`config.mk`:
```
export PLATFORM = sky130hd
export DESIGN_NAME = game_score_keeper
export DESIGN_NICKNAME = d
export VERILOG_FILES = /design/src/rtl/game_score_pkg.sv /design/src/rtl/game_score_keeper_bcd_inc4.sv /design/src/rtl/game_score_keeper.sv
export SDC_FILE = /design/constraint.sdc
export NUM_CORES = 1
export LEC_CHECK = 0
export CAP_MARGIN = 15
export CORE_ASPECT_RATIO = 1.1
export CORE_MARGIN = 1
export CORE_UTILIZATION = 57
export DETAILED_ROUTE_END_ITERATION = 10
export GPL_TIMING_DRIVEN = 0
export PLACE_DENSITY = 0.95
export SETUP_SLACK_MARGIN = 0.15
export SYNTH_ARGS = -nofsm -noshare
export SYNTH_HDL_FRONTEND = slang
export SYNTH_HIERARCHICAL = 1
export SYNTH_SLANG_ARGS = --single-unit
```
`constraint.sdc`:
```
create_clock -name clk -period 3.5 [get_ports clk]
set_input_delay 0.7 -clock clk [delete_from_list [all_inputs] [get_ports clk]]
set_output_delay 0.7 -clock clk [all_outputs]
set_load 0.02 [all_outputs]
```
`src/rtl/game_score_pkg.sv`:
```
// Shared definitions for the tunnel-game score keeper: FSM encoding,
// blank digit code and level thresholds (packed BCD).
package game_score_pkg;

    typedef enum logic [1:0] {
        ST_IDLE  = 2'd0,
        ST_RUN   = 2'd1,
        ST_PAUSE = 2'd2,
        ST_OVER  = 2'd3
    } state_e;

    localparam logic [4:0]  BLANK_CODE_DEF = 5'h1F;

    localparam logic [15:0] LVL1_TH = 16'h0100;
    localparam logic [15:0] LVL2_TH = 16'h0500;
    localparam logic [15:0] LVL3_TH = 16'h1000;

    // Packed BCD orders the same as binary, so a plain unsigned compare works.
    function automatic logic [1:0] level_of(input logic [15:0] s);
        if (s < LVL1_TH)      return 2'd0;
        else if (s < LVL2_TH) return 2'd1;
        else if (s < LVL3_TH) return 2'd2;
        else                  return 2'd3;
    endfunction

endpackage

```
`src/rtl/game_score_keeper_bcd_inc4.sv`:
```
// Combinational 4-digit packed-BCD incrementer, saturating at 9999.
module bcd_inc4 (
    input  logic [15:0] bcd_in,
    output logic [15:0] bcd_out,
    output logic        sat
);

    logic carry;

    always_comb begin
        sat     = (bcd_in == 16'h9999);
        bcd_out = bcd_in;
        carry   = ~sat;
        for (int unsigned i = 0; i < 4; i++) begin
            if (carry) begin
                if (bcd_in[4*i +: 4] == 4'd9) begin
                    bcd_out[4*i +: 4] = 4'd0;
                end else begin
                    bcd_out[4*i +: 4] = bcd_in[4*i +: 4] + 4'd1;
                    carry             = 1'b0;
                end
            end
        end
    end

endmodule

```
`src/rtl/game_score_keeper.sv`:
```
// Score, timer and high-score keeper with seven-segment digit codes.
// Optional high-score feature: define GAME_SCORE_HISCORE_EN.
module game_score_keeper
    import game_score_pkg::*;
#(
    parameter int unsigned TICK_DIV   = 10_000_000,
    parameter logic [4:0]  BLANK_CODE = BLANK_CODE_DEF
) (
    input  logic        clk,
    input  logic        rst_n,
    input  logic        start,
    input  logic        pause,
    input  logic        collision,
    input  logic        show_hi,
    input  logic        clr_hi,
    output logic [15:0] score_bcd,
    output logic [15:0] hi_bcd,
    output logic [4:0]  dig3,
    output logic [4:0]  dig2,
    output logic [4:0]  dig1,
    output logic [4:0]  dig0,
    output logic [3:0]  dp,
    output logic [1:0]  level,
    output logic        running,
    output logic        game_over
);

    localparam int unsigned PW = (TICK_DIV > 2) ? $clog2(TICK_DIV) : 1;
    localparam logic [PW-1:0] PRESC_LAST = PW'(TICK_DIV - 1);

    state_e        state_q, state_d;
    logic [15:0]   score_q, score_d, score_base, score_inc;
    logic [15:0]   hi_q, hi_d, disp_src;
    logic [PW-1:0] presc_q, presc_d;
    logic          ign_q, ign_d;
    logic          start_prev_q, pause_prev_q;
    logic          start_edge, pause_edge, tick, sat;
    logic [1:0]    level_q, level_d;
    logic [4:0]    dig3_q, dig2_q, dig1_q, dig0_q;
    logic [4:0]    dig3_d, dig2_d, dig1_d, dig0_d;
    logic [3:0]    dp_q, dp_d;
    logic          running_q, over_q;

    assign start_edge = start & ~start_prev_q;
    assign pause_edge = pause & ~pause_prev_q;

    bcd_inc4 u_inc (
        .bcd_in  (score_q),
        .bcd_out (score_inc),
        .sat     (sat)
    );

    // ign_q masks collision only on the first RUN cycle after a restart from OVER.
    always_comb begin
        state_d    = state_q;
        score_base = score_q;
        presc_d    = presc_q;
        hi_d       = hi_q;
        ign_d      = 1'b0;
        tick       = 1'b0;
        unique case (state_q)
            ST_IDLE: begin
`ifdef GAME_SCORE_HISCORE_EN
                if (clr_hi) hi_d = '0;
`endif
                if (start_edge) begin
                    state_d    = ST_RUN;
                    score_base = '0;
                    presc_d    = '0;
                end
            end
            ST_RUN: begin
                if (collision && !ign_q) begin
                    state_d = ST_OVER;
`ifdef GAME_SCORE_HISCORE_EN
                    if (score_q > hi_q) hi_d = score_q;
`endif
                end else begin
                    if (presc_q == PRESC_LAST) begin
                        presc_d = '0;
                        tick    = 1'b1;
                    end else begin
                        presc_d = presc_q + PW'(1);
                    end
                    if (pause_edge) state_d = ST_PAUSE;
                end
            end
            ST_PAUSE: begin
                if (pause_edge) state_d = ST_RUN;
            end
            ST_OVER: begin
`ifdef GAME_SCORE_HISCORE_EN
                if (clr_hi) hi_d = '0;
`endif
                if (start_edge) begin
                    state_d    = ST_RUN;
                    score_base = '0;
                    presc_d    = '0;
                    ign_d      = 1'b1;
                end
            end
            default: state_d = ST_IDLE;
        endcase
        score_d = (tick && !sat) ? score_inc : score_base;
        level_d = level_of(score_d);
    end

`ifdef GAME_SCORE_HISCORE_EN
    assign disp_src = show_hi ? hi_q : score_q;
`else
    logic unused_hi_inputs;
    assign unused_hi_inputs = show_hi ^ clr_hi;
    assign disp_src         = score_q;
`endif

    always_comb begin
        dig3_d = (disp_src[15:12] == 4'd0) ? BLANK_CODE : {1'b0, disp_src[15:12]};
        dig2_d = (disp_src[15:8]  == 8'd0) ? BLANK_CODE : {1'b0, disp_src[11:8]};
        dig1_d = (disp_src[15:4]  == 12'd0) ? BLANK_CODE : {1'b0, disp_src[7:4]};
        dig0_d = {1'b0, disp_src[3:0]};
        dp_d   = {state_q == ST_OVER, 2'b00, state_q == ST_PAUSE};
    end

    always_ff @(posedge clk or negedge rst_n) begin
        if (!rst_n) begin
            state_q      <= ST_IDLE;
            score_q      <= '0;
            hi_q         <= '0;
            presc_q      <= '0;
            ign_q        <= 1'b0;
            start_prev_q <= 1'b1;
            pause_prev_q <= 1'b1;
            level_q      <= '0;
            running_q    <= 1'b0;
            over_q       <= 1'b0;
            dig3_q       <= BLANK_CODE;
            dig2_q       <= BLANK_CODE;
            dig1_q       <= BLANK_CODE;
            dig0_q       <= '0;
            dp_q         <= '0;
        end else begin
            state_q      <= state_d;
            score_q      <= score_d;
            hi_q         <= hi_d;
            presc_q      <= presc_d;
            ign_q        <= ign_d;
            start_prev_q <= start;
            pause_prev_q <= pause;
            level_q      <= level_d;
            running_q    <= (state_d == ST_RUN);
            over_q       <= (state_d == ST_OVER);
            dig3_q       <= dig3_d;
            dig2_q       <= dig2_d;
            dig1_q       <= dig1_d;
            dig0_q       <= dig0_d;
            dp_q         <= dp_d;
        end
    end

    assign score_bcd = score_q;
`ifdef GAME_SCORE_HISCORE_EN
    assign hi_bcd    = hi_q;
`else
    assign hi_bcd    = '0;
`endif
    assign dig3      = dig3_q;
    assign dig2      = dig2_q;
    assign dig1      = dig1_q;
    assign dig0      = dig0_q;
    assign dp        = dp_q;
    assign level     = level_q;
    assign running   = running_q;
    assign game_over = over_q;

endmodule

```
## After elaboration in Yosys (flattened, before gate mapping)

Index checks and enable logic that the tools add are counted.
Widths: inputs -> output; s select.

| word-level totals | value |
|---|---|
| register bits | 70 |
| input bits | 7 |
| output and inout bits | 60 |
| logic and storage cells | 88 |

| operators by class | value |
|---|---|
| $add $sub $neg | 5 |
| $lt $le $gt $ge | 3 |
| equal/unequal tests | 13 |
| multiplexer cells | 37 |
| bitwise logic cells | 5 |
| reduce and logical (&&, ||, !) cells | 11 |

Operators with widths:

| kind | count |
|---|---|
| $mux 24 | 3 |
| $mux 16 | 3 |
| $pmux 24 s2 | 1 |
| $mux 4 | 8 |
| $add 24x1->24 const B | 1 |
| $eq 24x24->1 const B | 1 |
| $add 4x1->4 const B | 4 |
| $eq 16x16->1 const B | 1 |
| $eq 4x4->1 const B | 4 |
| $lt 16x11->1 const B | 1 |
| $lt 16x13->1 const B | 1 |
| $lt 16x9->1 const B | 1 |
| $mux 5 | 3 |
| $logic_not 12->1 | 1 |
| $mux 1 | 12 |
| $mux 2 | 6 |
| $logic_not 8->1 | 1 |
| $eq 2x2->1 const B | 3 |
| $pmux 2 s3 | 1 |
| $eq 2x1->1 const B | 2 |
| $logic_not 4->1 | 1 |
| $not 1->1 | 3 |
| $reduce_and 3->1 | 1 |
| $and 1x1->1 | 2 |
| 7 further kinds | 9 |

## Depth between registers and ports, before layout

Gate-level depths: netlist (run 1).

| depth | value |
|---|---|
| depth in word-level cells | 12 |
| gate-level depth with buffers | 9 |
| mapped depth without buffers | 8 |

## Hierarchy

Netlist (run 1), hierarchy kept.

Modules (own cells, without submodules):

| module | times used | cells an instance | area an instance (sq um) | seq. area each (sq um) |
|---|---|---|---|---|
| game_score_keeper | 1 | 333 | 3334.4 | 1773.0 |
| bcd_inc4 | 1 | 63 | 385.4 | 0.0 |

## Least setup slack after synthesis (run 1)

No wires, ideal clock.

| timing | value |
|---|---|
| path type | flip-flop to flip-flop |
| start | register score_q[2], in the netlist score_bcd[2] |
| end | register level_q[1], in the netlist level[1] |
| library setup time | 0.131 ns |
| data arrival time | 2.025 ns |
| required time | 3.369 ns |
| path slack | 1.344 ns |
| cell stages (with the launch flop) | 8 |
| buffers on the path | 0 |
| clock period less this slack | 2.156 ns |
| cell sequence | dfrtp_1 and4bb_2 nand3_1 nor2_1 mux2_2 nor4_1 nor4b_1 a21oi_1 |

| on the way | value |
|---|---|
| longest elaborated chain between the ends | 11 |
| elaborated cells on any way between the ends | 22 |
| those cells by class | add/sub (1); order compare (2); eq/ne (2); mux (14); bitwise (1); reduce/logical (2) |

Ends and longest elaborated chain:

| item | RTL line | source |
|---|---|---|
| start, declared | game_score_keeper.sv:32 | `logic [15:0] score_q, score_d, score_base, score_inc;` |
| start signal, assigned | game_score_keeper.sv:143 | `score_q <= score_d;` |
| $eq 16x16->1 | game_score_keeper_bcd_inc4.sv:11 | `sat = (bcd_in == 16'h9999);` |
| $not 1->1 | game_score_keeper_bcd_inc4.sv:13 | `carry = ~sat;` |
| $mux 1 | game_score_keeper_bcd_inc4.sv:16 | `if (bcd_in[4*i +: 4] == 4'd9) begin` |
| $mux 1 * (3 in series) | game_score_keeper_bcd_inc4.sv:15 | `if (carry) begin` |
| $mux 4 * | game_score_keeper_bcd_inc4.sv:15 |  |
| via score_inc[13] | game_score_keeper.sv:32 |  |
| $mux 16 * | game_score_keeper.sv:104 | `score_d = (tick && !sat) ? score_inc : score_base;` |
| $lt 16x11->1 | game_score_pkg.sv:21 | `else if (s < LVL2_TH) return 2'd1;` |
| $mux 2 | game_score_pkg.sv:21 |  |
| $mux 2 * | game_score_pkg.sv:20 | `if (s < LVL1_TH) return 2'd0;` |
| via level_d[1] | game_score_keeper.sv:38 | `logic [1:0] level_q, level_d;` |
| end signal, assigned | game_score_keeper.sv:149 | `level_q <= level_d;` |
| end, declared | game_score_keeper.sv:38 |  |

The timed path passes the listed nets; every way through them passes the cells marked *.
A chain may end at the register's enable or synchronous reset.

## Worst setup path after layout (run 1)

| timing | value |
|---|---|
| start | register state_q[0] |
| end | register presc_q[16] |

| on the way | value |
|---|---|
| longest elaborated chain between the ends | 4 |
| elaborated cells on any way between the ends | 9 |
| those cells by class | eq/ne (4); mux (1); reduce/logical (4) |

Ends and longest elaborated chain:

| item | RTL line | source |
|---|---|---|
| start, declared | game_score_keeper.sv:31 | `state_e state_q, state_d;` |
| start signal, assigned | game_score_keeper.sv:142 | `state_q <= state_d;` |
| $eq 2x2->1 / $logic_not 2->1 (equally long branches) | game_score_keeper.sv:61 | `unique case (state_q)` |
| $reduce_or 2->1 (no line) | - |  |
| $ne 2x1->1 (no line) / $reduce_bool 2->1 (equally long branches) | - |  |
| $reduce_and 3->1 (no line) | - |  |
| end signal, assigned | game_score_keeper.sv:145 | `presc_q <= presc_d;` |
| end, declared | game_score_keeper.sv:34 | `logic [PW-1:0] presc_q, presc_d;` |

Parallel ways exist; a longest one is shown, timed or not.

==> results of run 1 <==
-- where the power goes --
group	switching (mW)	internal, mW
combinational	0.515	0.255
sequential	0.0440	0.862
clock	0.328	0.352
-- layout by cell type (no fill, tap or decap), drive strengths merged, types with 3 or more instances in the layout --
| cell | Yosys | final |
|---|---|---|
| or4 | 4 | 4 |
| nor4 | 9 | 9 |
| nor3 | 11 | 11 |
| ha | 5 | 5 |
| and2 | 5 | 5 |
| clkbuf | 6 | 16 |
| xor2 | 4 | 4 |
| xnor2 | 5 | 5 |
| dfrtp | 53 | 53 |
| a21o | 6 | 6 |
| nand3 | 30 | 30 |
| nand2b | 5 | 5 |
| and3 | 6 | 6 |
| nand2 | 27 | 27 |
| o21ai | 38 | 38 |
| clkinv | 0 | 3 |
| a22o | 8 | 8 |
| inv | 29 | 30 |
| a21oi | 14 | 14 |
| nor2b | 8 | 8 |
| and4bb | 3 | 3 |
| dfstp | 17 | 17 |
| clkdlybuf4s50 | 0 | 44 |
| nor2 | 26 | 26 |
| conb | 1 | 19 |
| or2 | 12 | 12 |
| nand4 | 11 | 11 |
| buf | 23 | 24 |
-- worst paths after layout --
check,startpoint,endpoint
max reg2reg,state_q[0],presc_q[16]
max in group asynchronous,rst_n,presc_q[12]
min reg2reg,score_bcd[3],dig0[3]
max,state_q[0],presc_q[16]
min in group clk,score_bcd[3],dig0[3]
min,rst_n,score_bcd[7]
-- state kept, by name, summed over array words and instances (netlist names) --
name,flops
game_over,1
score_bcd,16
pause_prev_q,1
dp,2
dig0,4
ign_q,1
state_q,2
level,2
running,1
dig2,5
dig1,5
start_prev_q,1
presc_q,24
dig3,5
-- Yosys cell counts (8+ instances only) --
master	instances	area, sq um
sky130_fd_sc_hd__dfstp_2	17	447
sky130_fd_sc_hd__buf_4	20	150
sky130_fd_sc_hd__o21ai_0	20	100
sky130_fd_sc_hd__dfrtp_1	53	1330
sky130_fd_sc_hd__nor2_1	26	97.6
sky130_fd_sc_hd__or2_2	12	75.1
sky130_fd_sc_hd__nand3_1	29	145
sky130_fd_sc_hd__nor3_1	11	55.1
sky130_fd_sc_hd__nor2b_1	8	50.1
sky130_fd_sc_hd__inv_1	29	109
sky130_fd_sc_hd__a21oi_1	14	70.1
sky130_fd_sc_hd__nand4_1	10	62.6
sky130_fd_sc_hd__o21ai_1	18	90.1
sky130_fd_sc_hd__a22o_1	8	70.1
sky130_fd_sc_hd__nand2_1	27	101
-- kinds of logic (layout without fill, tap and decap cells) --
logic type / count (synthesis) / in the layout / share of synthesized area (%)
AO/OA/AOI/OAI: 83 / 83 / 14.1
AND/OR/NAND/NOR: 166 / 166 / 25.2
multiplexers: 4 / 4 / 1.14
adder cells (fa/ha/maj): 5 / 5 / 1.68
buffers and inverters: 58 / 119 / 7.97
XOR/XNOR: 9 / 9 / 2.12
flip-flops: 70 / 70 / 47.7
other: 1 / 19 / 0.101
-- layout make-up --
cell class | instances | share of cell area [%]
flip-flops and latches | 70 | 39.0
multi-input cells | 286 | 37.8
repair buffers | 45 | 9.86
plain buffers | 29 | 4.13
clock buffers | 10 | 3.03
inverters | 29 | 2.40
well taps | 80 | 2.20
clock inverters | 6 | 1.52
-- metal layers --
layer / share of wire [%] / track usage, % / up-vias / routed length, microns
li1: - / - / 1516 / -
met1: 39 / 32.1 / 1533 / 3430
met2: 51 / 46.3 / 197 / 4520
met3: 7.9 / 4.53 / 29 / 702
met4: 2.8 / 16.0 / 0 / 246
met5: 0 / 0 / - / 0
==> run_results.csv, run 1 <==
group,metric,value,unit
routing,routedWlPerCell,16.0,microns
placed_design,finalWeightedCongestion,0.938,
global_route,gr-total-overflow,0,
routing,drt_wl_total,8.89,mm
floorplan,floorplan.die.height,86.7,microns
placed_design,placed_instance_area,0.00434,sq mm
timing,holdWs,0.471,ns
cells_and_area,multi_input_comb_area,0.00172,sq mm
power,power_density_relative_to_cell_area,519,mW/mm^2
logic_synthesis,yosysSeqAreaShare,47.7,%
cells_and_area,fill_cells,449,
floorplan,core,0.00623,sq mm
cells_and_area,areaGrowthSynthToFinish,22.1,%
power,p_leak,1.95,nW
logic_synthesis,synth_seq_cells,70,
timing,fin_max_slew_vios,0,
cells_and_area,share_of_layout_cells_above_drive_strength_1,17.1,%
global_route,largest_net_degree_at_the_start_of_global_routing,71,
routing,post_drt_via_cell_ratio,5.90,
routing,first_pass_iters,5,
clock_tree,cts_num_sinks,70,
global_route,first_pass_grt_wire_length,14.3,mm
worst_setup_path,end_kind,"flop",
worst_setup_path,cp_data_required_time,3.73,ns
cells_and_area,area_used_by_sequential_logic_in_the_layout,0.00177,sq mm
logic_synthesis,synth-edff-count,0,
worst_setup_path,worstPathMaxFanout,10,
worst_setup_path,timing.critical_path.arrival,2.91,ns
floorplan,die-area,0.00685,sq mm
worst_setup_path,crit_slowest_cell,"sky130_fd_sc_hd__a221oi_1",
clock_tree,clock_path_buffers,2,
worst_setup_path,worstSetupPathDepth,7,
worst_setup_path,r2r.worst_path.cells,7,
placed_design,place_ws,0.592,ns
worst_setup_path,delay_of_the_slowest_cell_on_the_worst_path,0.66,ns
placed_design,numPortBuffers,45,
routing,drt_first_iter_violations,325,
timing,fin_worst_skew,0.00995,ns
timing,timing.final.crit_share,76.5,%
global_route,grt_antenna_before_repair,0,
cells_and_area,insertedDiodeCount,0,
timing,tightest_pin_transition,1.03,ns
routing,ant_nets,0,
status,run_status,"finished, final reports clean",
clock_tree,cts_buf_count,9,
timing,slew_headroom,30.4,%
power,totalPowerFinal,2.36,mW
worst_hold_path,hold_path.class,"in -> async",
clock_tree,clkLatencyLatePin,0.34,ns
timing,rsz0062_at_grt,"false",
timing,final-hold-violation-count,0,
logic_synthesis,synthesized_instance_count,396,
clock_tree,tritoncts,"built",
clock_tree,postCtsResizedCells,0,
cells_and_area,fin_util,72.9,%
logic_synthesis,synth.cell_area,0.00372,sq mm
worst_setup_path,cpMostUsedCell,"sky130_fd_sc_hd__clkbuf_1",
routing,vias,3275,
placed_design,place_inst,539,
timing,setup_ws,0.822,ns
floorplan,top_level_ports,67,
floorplan,std_cell_rows,30,
placed_design,detailedPlacementHpwl,6.06,mm
timing,setup_violations,0,
logic_synthesis,synth_area_per_cell,9.39,sq um
logic_synthesis,ys_warn_count,6,
clock_tree,postCtsHoldBufs,0,
worst_setup_path,cp_num_buf_inv,3,
clock_tree,cts.reportedPaths.clkPinSlew,0.08,ns
logic_synthesis,ys_types,56,
clock_tree,cts.htree.levels,3,
worst_setup_path,crit_chain,"inv_1 > ha_1 > clkbuf_1 > a221oi_1 > clkbuf_1 > o21ai_0 > a22o_1",
cells_and_area,layout.nets,482,
flow_run,number_of_maximum_capacitance_violations,0,
logic_synthesis,synth_async_sr_flop_share,100,%
cells_and_area,finish.cell_count_without_fillers,555,
clock_tree,clockRootBuffer,"sky130_fd_sc_hd__clkbuf_8",
cells_and_area,postLayoutCellArea,0.00454,sq mm
routing,remaining_drc_errors,0,
worst_setup_path,critical_path.startpoint_type,"flop",
logic_synthesis,synth_ff_type,"sky130_fd_sc_hd__dfrtp_1",
global_route,number_of_global_route_vias_before_repair,3089,
global_route,track_usage,27.1,%
worst_setup_path,crit_family,"compound AO/OA/AOI/OAI gates",
timing,post-route-min-period,2.68,ns
floorplan,start_util,59.7,%
timing,totalNegativeSetupSlack,0,ns
floorplan,die_w,79.0,microns
timing,max_freq,373,MHz
worst_setup_path,timing.reg2reg.setup_slack,0.82,ns
power,power.ir.vdd_worst,266,uV
worst_setup_path,critPathKind,"reg -> reg",
clock_tree,cts_setup_buffers,0,
No activity file was read; power rests on OpenSTA's default activity.
==> run 2, diff against run 1 <==
- CORE_UTILIZATION: 57 -> 48
- PLACE_DENSITY: 0.95 -> 0.89
- clock period: 3.5 -> 2.22 ns (I/O delays scaled with it)
==> run 2 against run 1 <==
Effect of this change: sequential power increased by 57%; global-route usage fell by 1.7 points; largest power group is now combinational cells; maximum frequency rose by 21%; clock skew barely moved.
==> run_results.csv, run 2 (same netlist as run 1, synthesis figures left out) <==
group,metric,value,unit
worst_setup_path,critPathKind,"reg -> reg",
status,run_status,"finished, final reports clean",
timing,holdWs,0.193,ns
power,comb_power_share,43.0,%
cells_and_area,areaGrowthSynthToFinish,41.7,%
cells_and_area,registers.top_by_ff_count,"presc_q",
floorplan,floorplan.die.height,94.3,microns
timing,slew_headroom,43.1,%
clock_tree,tritoncts,"built",
placed_design,numPortBuffers,45,
cells_and_area,largest_register_ffs,24,
power,power.ir.vdd_worst,439,uV
cells_and_area,share_of_layout_cells_above_drive_strength_1,36.8,%
worst_setup_path,crit-reg2reg-launch,"score_bcd[15]",
floorplan,core,0.00747,sq mm
clock_tree,cts.reportedPaths.clkPinSlew,0.08,ns
placed_design,place_inst,564,
routing,routedWlPerCell,19.3,microns
timing,tightest_pin_transition,0.854,ns
timing,setup_violations,0,
worst_setup_path,r2r.worst_path.cells,8,
timing,setup_ws,0.00959,ns
clock_tree,cts_buf_count,9,
placed_design,place_ws,-0.433,ns
power,power_density_relative_to_cell_area,837,mW/mm^2
worst_setup_path,crit-reg2reg-capture,"score_bcd[0]",
clock_tree,clock_path_buffers,2,
global_route,first_pass_grt_wire_length,15.8,mm
power,power_frac_seq,32.2,%
cells_and_area,finish.cell_count_without_fillers,618,
global_route,largest_net_degree_at_the_start_of_global_routing,71,
timing,max_freq,452,MHz
routing,remaining_drc_errors,0,
routing,met2RoutedLength,5.97,mm
timing,final-hold-violation-count,0,
timing,fin_worst_skew,0.0101,ns
worst_setup_path,critical_path.startpoint_type,"flop",
placed_design,placed_instance_area,0.00438,sq mm
global_route,track_usage,25.4,%
routing,met3RoutedLength,1.08,mm
worst_setup_path,timing.reg2reg.setup_slack,0.01,ns
routing,dr.max_layer_used,"met4",
power,switching_share_of_total_power,38.4,%
cells_and_area,fill_cells,474,
floorplan,std_cell_rows,33,
worst_setup_path,delay_of_the_slowest_cell_on_the_worst_path,0.50,ns
worst_setup_path,cp_data_required_time,2.47,ns
routing,met1Wirelength,4.23,mm
cells_and_area,layout.nets,520,
cells_and_area,postLayoutCellArea,0.00527,sq mm
floorplan,top_level_ports,67,
clock_tree,cts.htree.levels,3,
power,power.net_switching,1.69,mW
worst_setup_path,worstPathMaxFanout,8,
cells_and_area,fin_util,70.6,%
placed_design,detailedPlacementHpwl,6.10,mm
clock_tree,clkLatencyLatePin,0.35,ns
floorplan,die_w,85.9,microns
routing,first_pass_iters,6,
global_route,grt_antenna_before_repair,0,
global_route,number_of_global_route_vias_before_repair,3260,
flow_run,number_of_maximum_capacitance_violations,0,
clock_tree,postCtsHoldBufs,0,
clock_tree,cts_num_sinks,70,
timing,timing.final.crit_share,99.6,%
worst_hold_path,hold_path.class,"in -> async",
worst_setup_path,timing.critical_path.arrival,2.46,ns
routing,drt_first_iter_violations,260,
cells_and_area,final_cell_mix,"sky130_fd_sc_hd__buf_4 (51), sky130_fd_sc_hd__clkdlybuf4s50_1 (44), sky130_fd_sc_hd__dfrtp_1 (38)",
floorplan,die-area,0.00811,sq mm
power,clkPwrFrac,24.9,%
clock_tree,clockRootBuffer,"sky130_fd_sc_hd__clkbuf_8",
routing,drt_wl_total,11.9,mm
worst_setup_path,crit_slowest_cell,"sky130_fd_sc_hd__dfrtp_1",
power,p_leak,2.25,nW
global_route,gr-total-overflow,0,
timing,post-route-min-period,2.21,ns
placed_design,finalWeightedCongestion,0.897,
floorplan,start_util,49.8,%
worst_setup_path,end_kind,"flop",
routing,vias,3714,
routing,post_drt_via_cell_ratio,6.01,
cells_and_area,insertedDiodeCount,0,
timing,rsz0062_at_grt,"true",
worst_setup_path,crit_chain,"and4bb_2 > and2_4 > nand2_2 > inv_1 > nor3b_4 > nand3_4 > clkbuf_16 > o21ai_2",
power,p_int,2.72,mW
routing,ant_nets,0,
timing,fin_max_slew_vios,0,
cells_and_area,layout.cells.most_common,"sky130_fd_sc_hd__buf_4",
[run 2: how the worst max path moves through the flow]
| stage | startpoint | to | slack, ns | depth (start not counted) |
|---|---|---|---|---|
| after CTS | presc_q[14] | presc_q[9] | 0.11 | 6 |
| final | score_bcd[15] | score_bcd[0] | 0.01 | 8 |
| after global placement | rst_n | score_bcd[7] | -1.69 | 1 |
| after detailed placement | start | presc_q[16] | -0.43 | 6 |
| after floorplan | score_bcd[2] | level[1] | 0.14 | 7 |
| after global routing | score_bcd[15] | score_bcd[0] | -0.08 | 9 |
[run 2: critical path: cells and delay by family (launching register included)]
family | cells | cell delay, ns
AOI/OAI and AO/OA | 1 | 0.19
buffers and inverters | 2 | 0.34
DFF | 1 | 0.50
and+or+nand+nor | 5 | 1.09
[run 2: area by class of cell]
type / count / area (sq um) / share of cell area (%)
Buffer: 29 / 256 / 4.86
Tap cell: 105 / 131 / 2.49
Inverter: 29 / 109 / 2.06
Multi-Input combinational cell: 287 / 2010 / 38.0
Clock buffer: 10 / 138 / 2.61
Sequential cell: 70 / 1790 / 34.0
Clock inverter: 6 / 70.1 / 1.33
Timing Repair Buffer: 82 / 771 / 14.6
[run 2: power groups by stage]
stage,registers [mW],logic (mW),clock network (mW)
floorplan,1.47,0.805,0
global placement,1.44,1.14,0
detailed placement,1.45,1.21,0
CTS,1.41,1.55,1.10
global route,1.43,1.98,1.15
finish,1.42,1.90,1.10
[run 2: per-layer routing]
layer  up-vias  track usage [%]
met3        65             4.28
met5         -                0
li1       1586                -
met2       288             44.1
met1      1775             29.8
met4         0             14.6
[run 2: through the flow]
| step | power (mW) | setup TNS, ns |
|---|---|---|
| after CTS | 4.06 | 0 |
| final | 4.41 | 0 |
| after global routing | 4.55 | -0.197 |
| after floorplan | 2.28 | 0 |
| after detailed placement | 2.66 | -8.12 |
| after global placement | 2.59 | -96.40 |
[run 2: timing repair]
item                                    in CTS  in global routing
gates cloned                                 1                  3
gates resized for setup                     38                 68
pin swaps                                    7                 17
setup buffers                               16                 18
endpoints found under the setup margin      46                 39
